==> config.mk <==
export PLATFORM = sky130hd
export DESIGN_NAME = fpu_rr_arbiter
export DESIGN_NICKNAME = d
export VERILOG_FILES = /design/src/rtl/fpu_rr_arbiter.sv
export SDC_FILE = /design/constraint.sdc
export NUM_CORES = 1
export LEC_CHECK = 0
export CORE_ASPECT_RATIO = 1.25
export CORE_MARGIN = 5
export CORE_UTILIZATION = 42
export CTS_BUF_LIST = sky130_fd_sc_hd__clkbuf_8
export CTS_CLUSTER_DIAMETER = 150
export DETAILED_ROUTE_END_ITERATION = 12
export PLACE_DENSITY = 0.85
export REMOVE_ABC_BUFFERS = 1
export SLEW_MARGIN = 20
export SYNTH_ARGS = -nofsm -noshare
export SYNTH_HDL_FRONTEND = slang
export SYNTH_SLANG_ARGS = --single-unit
==> constraint.sdc <==
create_clock -name clk -period 3.55 [get_ports clk]
set_input_delay 0.71 -clock clk [delete_from_list [all_inputs] [get_ports clk]]
set_output_delay 0.71 -clock clk [all_outputs]
set_load 0.05 [all_outputs]
==> src/rtl/fpu_rr_arbiter.sv <==
// Round-robin arbiter sharing one half-precision FPU core between N_REQ requesters.
// Optional WAIT watchdog is enabled by defining FPU_ARB_TIMEOUT_EN.
//
// state   | meaning
// S_IDLE  | no operation in flight, arbitrating over req
// S_ISSUE | grant and start pulses out, operands latched
// S_WAIT  | waiting for core ready/error (or watchdog)
// S_RESPOND | rsp_valid pulse to the winner
module fpu_rr_arbiter #(
  parameter int N_REQ          = 4,
  parameter int TIMEOUT_CYCLES = 64
) (
  input  logic                  clk,
  input  logic                  rst,
  input  logic [N_REQ-1:0]      req,
  input  logic [16*N_REQ-1:0]   req_a,
  input  logic [16*N_REQ-1:0]   req_b,
  input  logic [2*N_REQ-1:0]    req_op,
  output logic [N_REQ-1:0]      grant,
  output logic [N_REQ-1:0]      rsp_valid,
  output logic [15:0]           rsp_result,
  output logic                  rsp_error,
  output logic                  busy,
  output logic                  fpu_start,
  output logic [15:0]           fpu_a,
  output logic [15:0]           fpu_b,
  output logic [1:0]            fpu_op,
  input  logic                  fpu_ready,
  input  logic                  fpu_error,
  input  logic [15:0]           fpu_result
);

  localparam int PTR_W = $clog2(N_REQ);

  if (N_REQ < 2 || N_REQ > 8 || TIMEOUT_CYCLES < 1) begin : g_param_check
    $error("fpu_rr_arbiter: parameter out of range");
  end

  typedef enum logic [1:0] {S_IDLE, S_ISSUE, S_WAIT, S_RESPOND} state_t;

  state_t             state_q, state_d;
  logic [PTR_W-1:0]   ptr_q, ptr_d;
  logic [N_REQ-1:0]   grant_q, grant_d;
  logic [N_REQ-1:0]   rsp_valid_q, rsp_valid_d;
  logic [15:0]        rsp_result_q, rsp_result_d;
  logic               rsp_error_q, rsp_error_d;
  logic               busy_q, busy_d;
  logic               fpu_start_q, fpu_start_d;
  logic [15:0]        fpu_a_q, fpu_a_d;
  logic [15:0]        fpu_b_q, fpu_b_d;
  logic [1:0]         fpu_op_q, fpu_op_d;

  logic               win_found;
  logic [PTR_W-1:0]   win_idx;
  logic [PTR_W-1:0]   cand;

`ifdef FPU_ARB_TIMEOUT_EN
  localparam int CNT_W = $clog2(TIMEOUT_CYCLES + 1);
  logic [CNT_W-1:0]   cnt_q, cnt_d;
`endif

  function automatic logic [N_REQ-1:0] onehot(input logic [PTR_W-1:0] idx);
    logic [N_REQ-1:0] v;
    v = '0;
    for (int i = 0; i < N_REQ; i++) v[i] = (idx == PTR_W'(i));
    return v;
  endfunction

  // Search starts just after the last winner so every pending requester is reached.
  always_comb begin
    win_found = 1'b0;
    win_idx   = ptr_q;
    cand      = ptr_q;
    for (int i = 1; i <= N_REQ; i++) begin
      cand = PTR_W'((int'(ptr_q) + i) % N_REQ);
      if (!win_found && req[cand]) begin
        win_found = 1'b1;
        win_idx   = cand;
      end
    end
  end

  always_comb begin
    state_d      = state_q;
    ptr_d        = ptr_q;
    grant_d      = '0;
    rsp_valid_d  = '0;
    fpu_start_d  = 1'b0;
    rsp_result_d = rsp_result_q;
    rsp_error_d  = rsp_error_q;
    fpu_a_d      = fpu_a_q;
    fpu_b_d      = fpu_b_q;
    fpu_op_d     = fpu_op_q;
`ifdef FPU_ARB_TIMEOUT_EN
    cnt_d        = cnt_q;
`endif
    case (state_q)
      S_IDLE: begin
        if (win_found) begin
          state_d     = S_ISSUE;
          ptr_d       = win_idx;
          grant_d     = onehot(win_idx);
          fpu_start_d = 1'b1;
          for (int i = 0; i < N_REQ; i++) begin
            if (win_idx == PTR_W'(i)) begin
              fpu_a_d  = req_a[16*i +: 16];
              fpu_b_d  = req_b[16*i +: 16];
              fpu_op_d = req_op[2*i +: 2];
            end
          end
        end
      end
      S_ISSUE: begin
        state_d = S_WAIT;
`ifdef FPU_ARB_TIMEOUT_EN
        cnt_d   = '0;
`endif
      end
      S_WAIT: begin
        if (fpu_ready || fpu_error) begin
          state_d      = S_RESPOND;
          rsp_valid_d  = onehot(ptr_q);
          rsp_result_d = fpu_result;
          rsp_error_d  = fpu_error;
        end
`ifdef FPU_ARB_TIMEOUT_EN
        else if (cnt_q == CNT_W'(TIMEOUT_CYCLES - 1)) begin
          state_d      = S_RESPOND;
          rsp_valid_d  = onehot(ptr_q);
          rsp_result_d = 16'h7C00;
          rsp_error_d  = 1'b1;
        end else begin
          cnt_d = cnt_q + CNT_W'(1);
        end
`endif
      end
      S_RESPOND: state_d = S_IDLE;
      default:   state_d = S_IDLE;
    endcase
    busy_d = (state_d != S_IDLE);
  end

  always_ff @(posedge clk or negedge rst) begin
    if (!rst) begin
      state_q      <= S_IDLE;
      ptr_q        <= PTR_W'(N_REQ - 1);
      grant_q      <= '0;
      rsp_valid_q  <= '0;
      rsp_result_q <= '0;
      rsp_error_q  <= 1'b0;
      busy_q       <= 1'b0;
      fpu_start_q  <= 1'b0;
      fpu_a_q      <= '0;
      fpu_b_q      <= '0;
      fpu_op_q     <= '0;
    end else begin
      state_q      <= state_d;
      ptr_q        <= ptr_d;
      grant_q      <= grant_d;
      rsp_valid_q  <= rsp_valid_d;
      rsp_result_q <= rsp_result_d;
      rsp_error_q  <= rsp_error_d;
      busy_q       <= busy_d;
      fpu_start_q  <= fpu_start_d;
      fpu_a_q      <= fpu_a_d;
      fpu_b_q      <= fpu_b_d;
      fpu_op_q     <= fpu_op_d;
    end
  end

`ifdef FPU_ARB_TIMEOUT_EN
  always_ff @(posedge clk or negedge rst) begin
    if (!rst) cnt_q <= '0;
    else      cnt_q <= cnt_d;
  end
`endif

  assign grant      = grant_q;
  assign rsp_valid  = rsp_valid_q;
  assign rsp_result = rsp_result_q;
  assign rsp_error  = rsp_error_q;
  assign busy       = busy_q;
  assign fpu_start  = fpu_start_q;
  assign fpu_a      = fpu_a_q;
  assign fpu_b      = fpu_b_q;
  assign fpu_op     = fpu_op_q;

endmodule
==> impl_metrics.csv <==
group,metric,value,unit
critical_path,r2r-end,"fpu_op[0]$_DFFE_PN0P_",
grt,grt_pass1_vias,4941,
timing,setup_violations,0,
timing,skew,0.0138,ns
clock_tree,clk_pin_slew,0.08,ns
drt,drtPass1Iterations,5,
timing,slew_headroom,27.9,%
floorplan,num_io_pins,221,
critical_path,cp-start-kind,"flip-flop",
synth,synth_edf_count,0,
synth,synth_cell_type_count,40,
drt,avgViaCountPerCell,5.83,
timing,hold_viol_final,0,
drt,vias,4581,
clock_tree,cts_root_buf,"clkbuf_8",
synth,ys.flop_type,"dfrtp_1",
synth,syn_area,0.00431,sq mm
status,outcome,"finished, final reports clean",
run,maxCapViolCount,0,
pwr,peakVddDrop,1.15,mV
layout,drive_gt1_share,15.4,%
grt,grt_max_degree,45,
timing,hold_ws,0.329,ns
timing,fmax,337,MHz
floorplan,start_util,42.9,%
critical_path,r2r_start,"ptr_q[1]$_DFFE_PN1P_",
grt,grt.overflow.total,0,
grt,antenna_found_initial,0,
drt,ant_nets,0,
timing,setup_tns,0,ns
synth,seq_area_frac_synth,37.8,%
critical_path,crit_fanout,34,
floorplan,core_area,0.0101,sq mm
clock_tree,htreeDepth,3,
floorplan,fp-row-count,41,
drt,first_iter_violations,217,
timing,worstMarginPinSlew,1.08,ns
timing,period_minus_slack,2.96,ns
critical_path,endpoint_kind,"flip-flop",
layout,area_growth_syn_to_layout,58.1,%
placement,place_hpwl,11.5,mm
critical_path,crit_type,"reg -> reg",
clock_tree,cts_tree,"yes",
grt,gr-usage-all-layers,25.5,%
layout,layoutNonFillerInstCount,786,
drt,drt_wl_total,15.8,mm
clock_tree,clk_latency,0.36,ns
critical_path,worstPathArrival,3.23,ns
floorplan,die_area,0.0124,sq mm
timing,rsz0062_at_grt,"false",
placement,placed_cells,770,
pwr,p_per_area,1110,mW/mm^2
min_path,min_path_type,"in -> async",
critical_path,r2r_slack,0.59,ns
layout,n_fill_cell,802,
timing,fin_crit_sh,83.5,%
synth,synth-seq-cells,65,
drt,avgRoutedWirePerCell,20.0,microns
placement,place_congestion,0.898,
synth,synth_cells,447,
clock_tree,cts_resized,0,
synth,yosys_warnings,0,
placement,io_buffers,220,
grt,grt_pass1_wl,24.8,mm
clock_tree,cts_sinks,65,
critical_path,r2r_cells,8,
timing,slew_violations,0,
clock_tree,cts_hold_buf,0,
layout,antenna_cells,0,
clock_tree,cts_buffers,9,
drt,drcViolationCount,0,
floorplan,die_h,123,microns
pwr,totalPowerFinal,7.57,mW
critical_path,required,3.81,ns
pwr,p_leak,2.66,nW
clock_tree,clk_path_buf_depth,2,
layout,nNetsFinal,818,
floorplan,die_w,101,microns
synth,syn_area_per_cell,9.65,sq um
clock_tree,post-cts-setup-buffers,0,
placement,pre_cts_ws,0.334,ns
synth,ys_async_sr_fraction,100,%
timing,worst_slack,0.586,ns
## through the flow
| step | cell area, sq um | utilization (%) |
|---|---|---|
| 2_1_floorplan | 4060 | - |
| 3_3_place_gp | 6600 | 65.7 |
| 3_5_place_dp | 6600 | 65.7 |
| 4_1_cts | 6820 | 67.8 |
| 5_1_grt | 6820 | 67.8 |
| 6_report | 6820 | 67.8 |
## synthesized netlist by cell type (2+ instances only)
library cell	number	share of area, %
dfrtp_1	63	37
nand2_1	45	3.9
o21ai_0	41	4.8
nor3_1	37	4.3
and2_1	35	5.1
o21a_1	34	5.9
o31ai_1	34	5.9
a221oi_2	30	10
clkbuf_1	25	2.2
mux2_2	18	4.7
buf_2	10	1.2
inv_1	9	0.78
nor2_1	8	0.70
buf_6	7	1.8
ha_1	6	1.7
a221oi_1	4	0.81
buf_4	4	0.70
a21oi_1	3	0.35
nand2b_1	3	0.44
nand3_1	3	0.35
or2_2	3	0.44
dfstp_2	2	1.2
mux2i_1	2	0.46
nor2b_1	2	0.29
o211ai_2	2	0.58
o21ai_1	2	0.23
or4_1	2	0.35
## worst max-delay path by stage
stage,cells after the start,end,startpoint,slack (ns)
after CTS,8,fpu_b[3]$_DFFE_PN0P_,ptr_q[1]$_DFFE_PN1P_,0.59
after global placement,7,fpu_b[2]$_DFFE_PN0P_,req[1],0.40
after global routing,8,fpu_b[7]$_DFFE_PN0P_,ptr_q[1]$_DFFE_PN1P_,0.42
after floorplan,3,grant[3]$_DFF_PN0_,req[3],-2.06
after detailed placement,7,fpu_b[12]$_DFFE_PN0P_,req[1],0.33
final,8,fpu_op[0]$_DFFE_PN0P_,ptr_q[1]$_DFFE_PN1P_,0.59
## cell families (layout without fill, tap and decap cells)
kind of cell,count (synthesis),after routing,synth area share [%]
mux,21,21,5.68
flops,65,65,37.8
simple gates,141,141,16.3
fa+ha+maj,6,6,1.74
compound gates,158,158,31.8
buf+inv,56,266,6.76
## layout by cell type, fill, tap and decap left out, drive strengths merged, types with 3 or more instances in the layout
cell type      synthesis  layout
and2                  35      35
nand2b                 3       3
o31ai                 34      34
inv                    9       8
o211ai                 3       3
nand2                 45      45
buf                   21      22
o21a                  34      34
clkinv                 0       5
nand3                  3       3
nor3                  37      37
clkbuf                26       9
or2                    4       4
a21oi                  3       3
dfrtp                 63      63
mux2                  18      18
ha                     6       6
a221oi                34      34
nor2                   8       8
o21ai                 44      44
clkdlybuf4s50          0     219
## report_power, final
part	leakage, nW	total (mW)	internal (mW)	switching, mW
Clock	0.109	0.702	0.395	0.307
Combinational	1.75	5.55	2.01	3.53
Sequential	0.797	1.32	1.12	0.201
## worst max-delay path, stage by stage (launching register included)
cell	delay (ns)
dfstp_2	0.67
inv_1	0.11
ha_1	0.41
mux4_2	0.42
o211a_2	0.20
o21ai_4	0.19
buf_4	0.42
a221oi_1	0.17
o31ai_1	0.26
## registers in the layout, indices dropped and copies added, names as in the netlist
signal,cells
fpu_b,16
rsp_result,16
grant,4
fpu_op,2
busy,1
state_q,2
fpu_a,16
rsp_error,1
fpu_start,1
ptr_q,2
rsp_valid,4
## per-layer routing
layer / track usage (%) / wire, microns / up-vias
li1: - / - / 2061
met1: 28.1 / 5630 / 2154
met2: 44.4 / 7930 / 314
met3: 6.94 / 1660 / 52
met4: 13.7 / 533 / 0
met5: 0 / 0 / -
## final cells by class
class                   instances  area [sq um]  share of cell area, %
clock buffers                   9           124                   1.82
clock inverters                 7          95.1                   1.39
inverters                       9          33.8                  0.495
multi-input cells             326          2410                   35.3
flip-flops and latches         65          1630                   23.9
well taps                     129           161                   2.37
repair buffers                241          2370                   34.7
(Power assumes the default switching activity.)
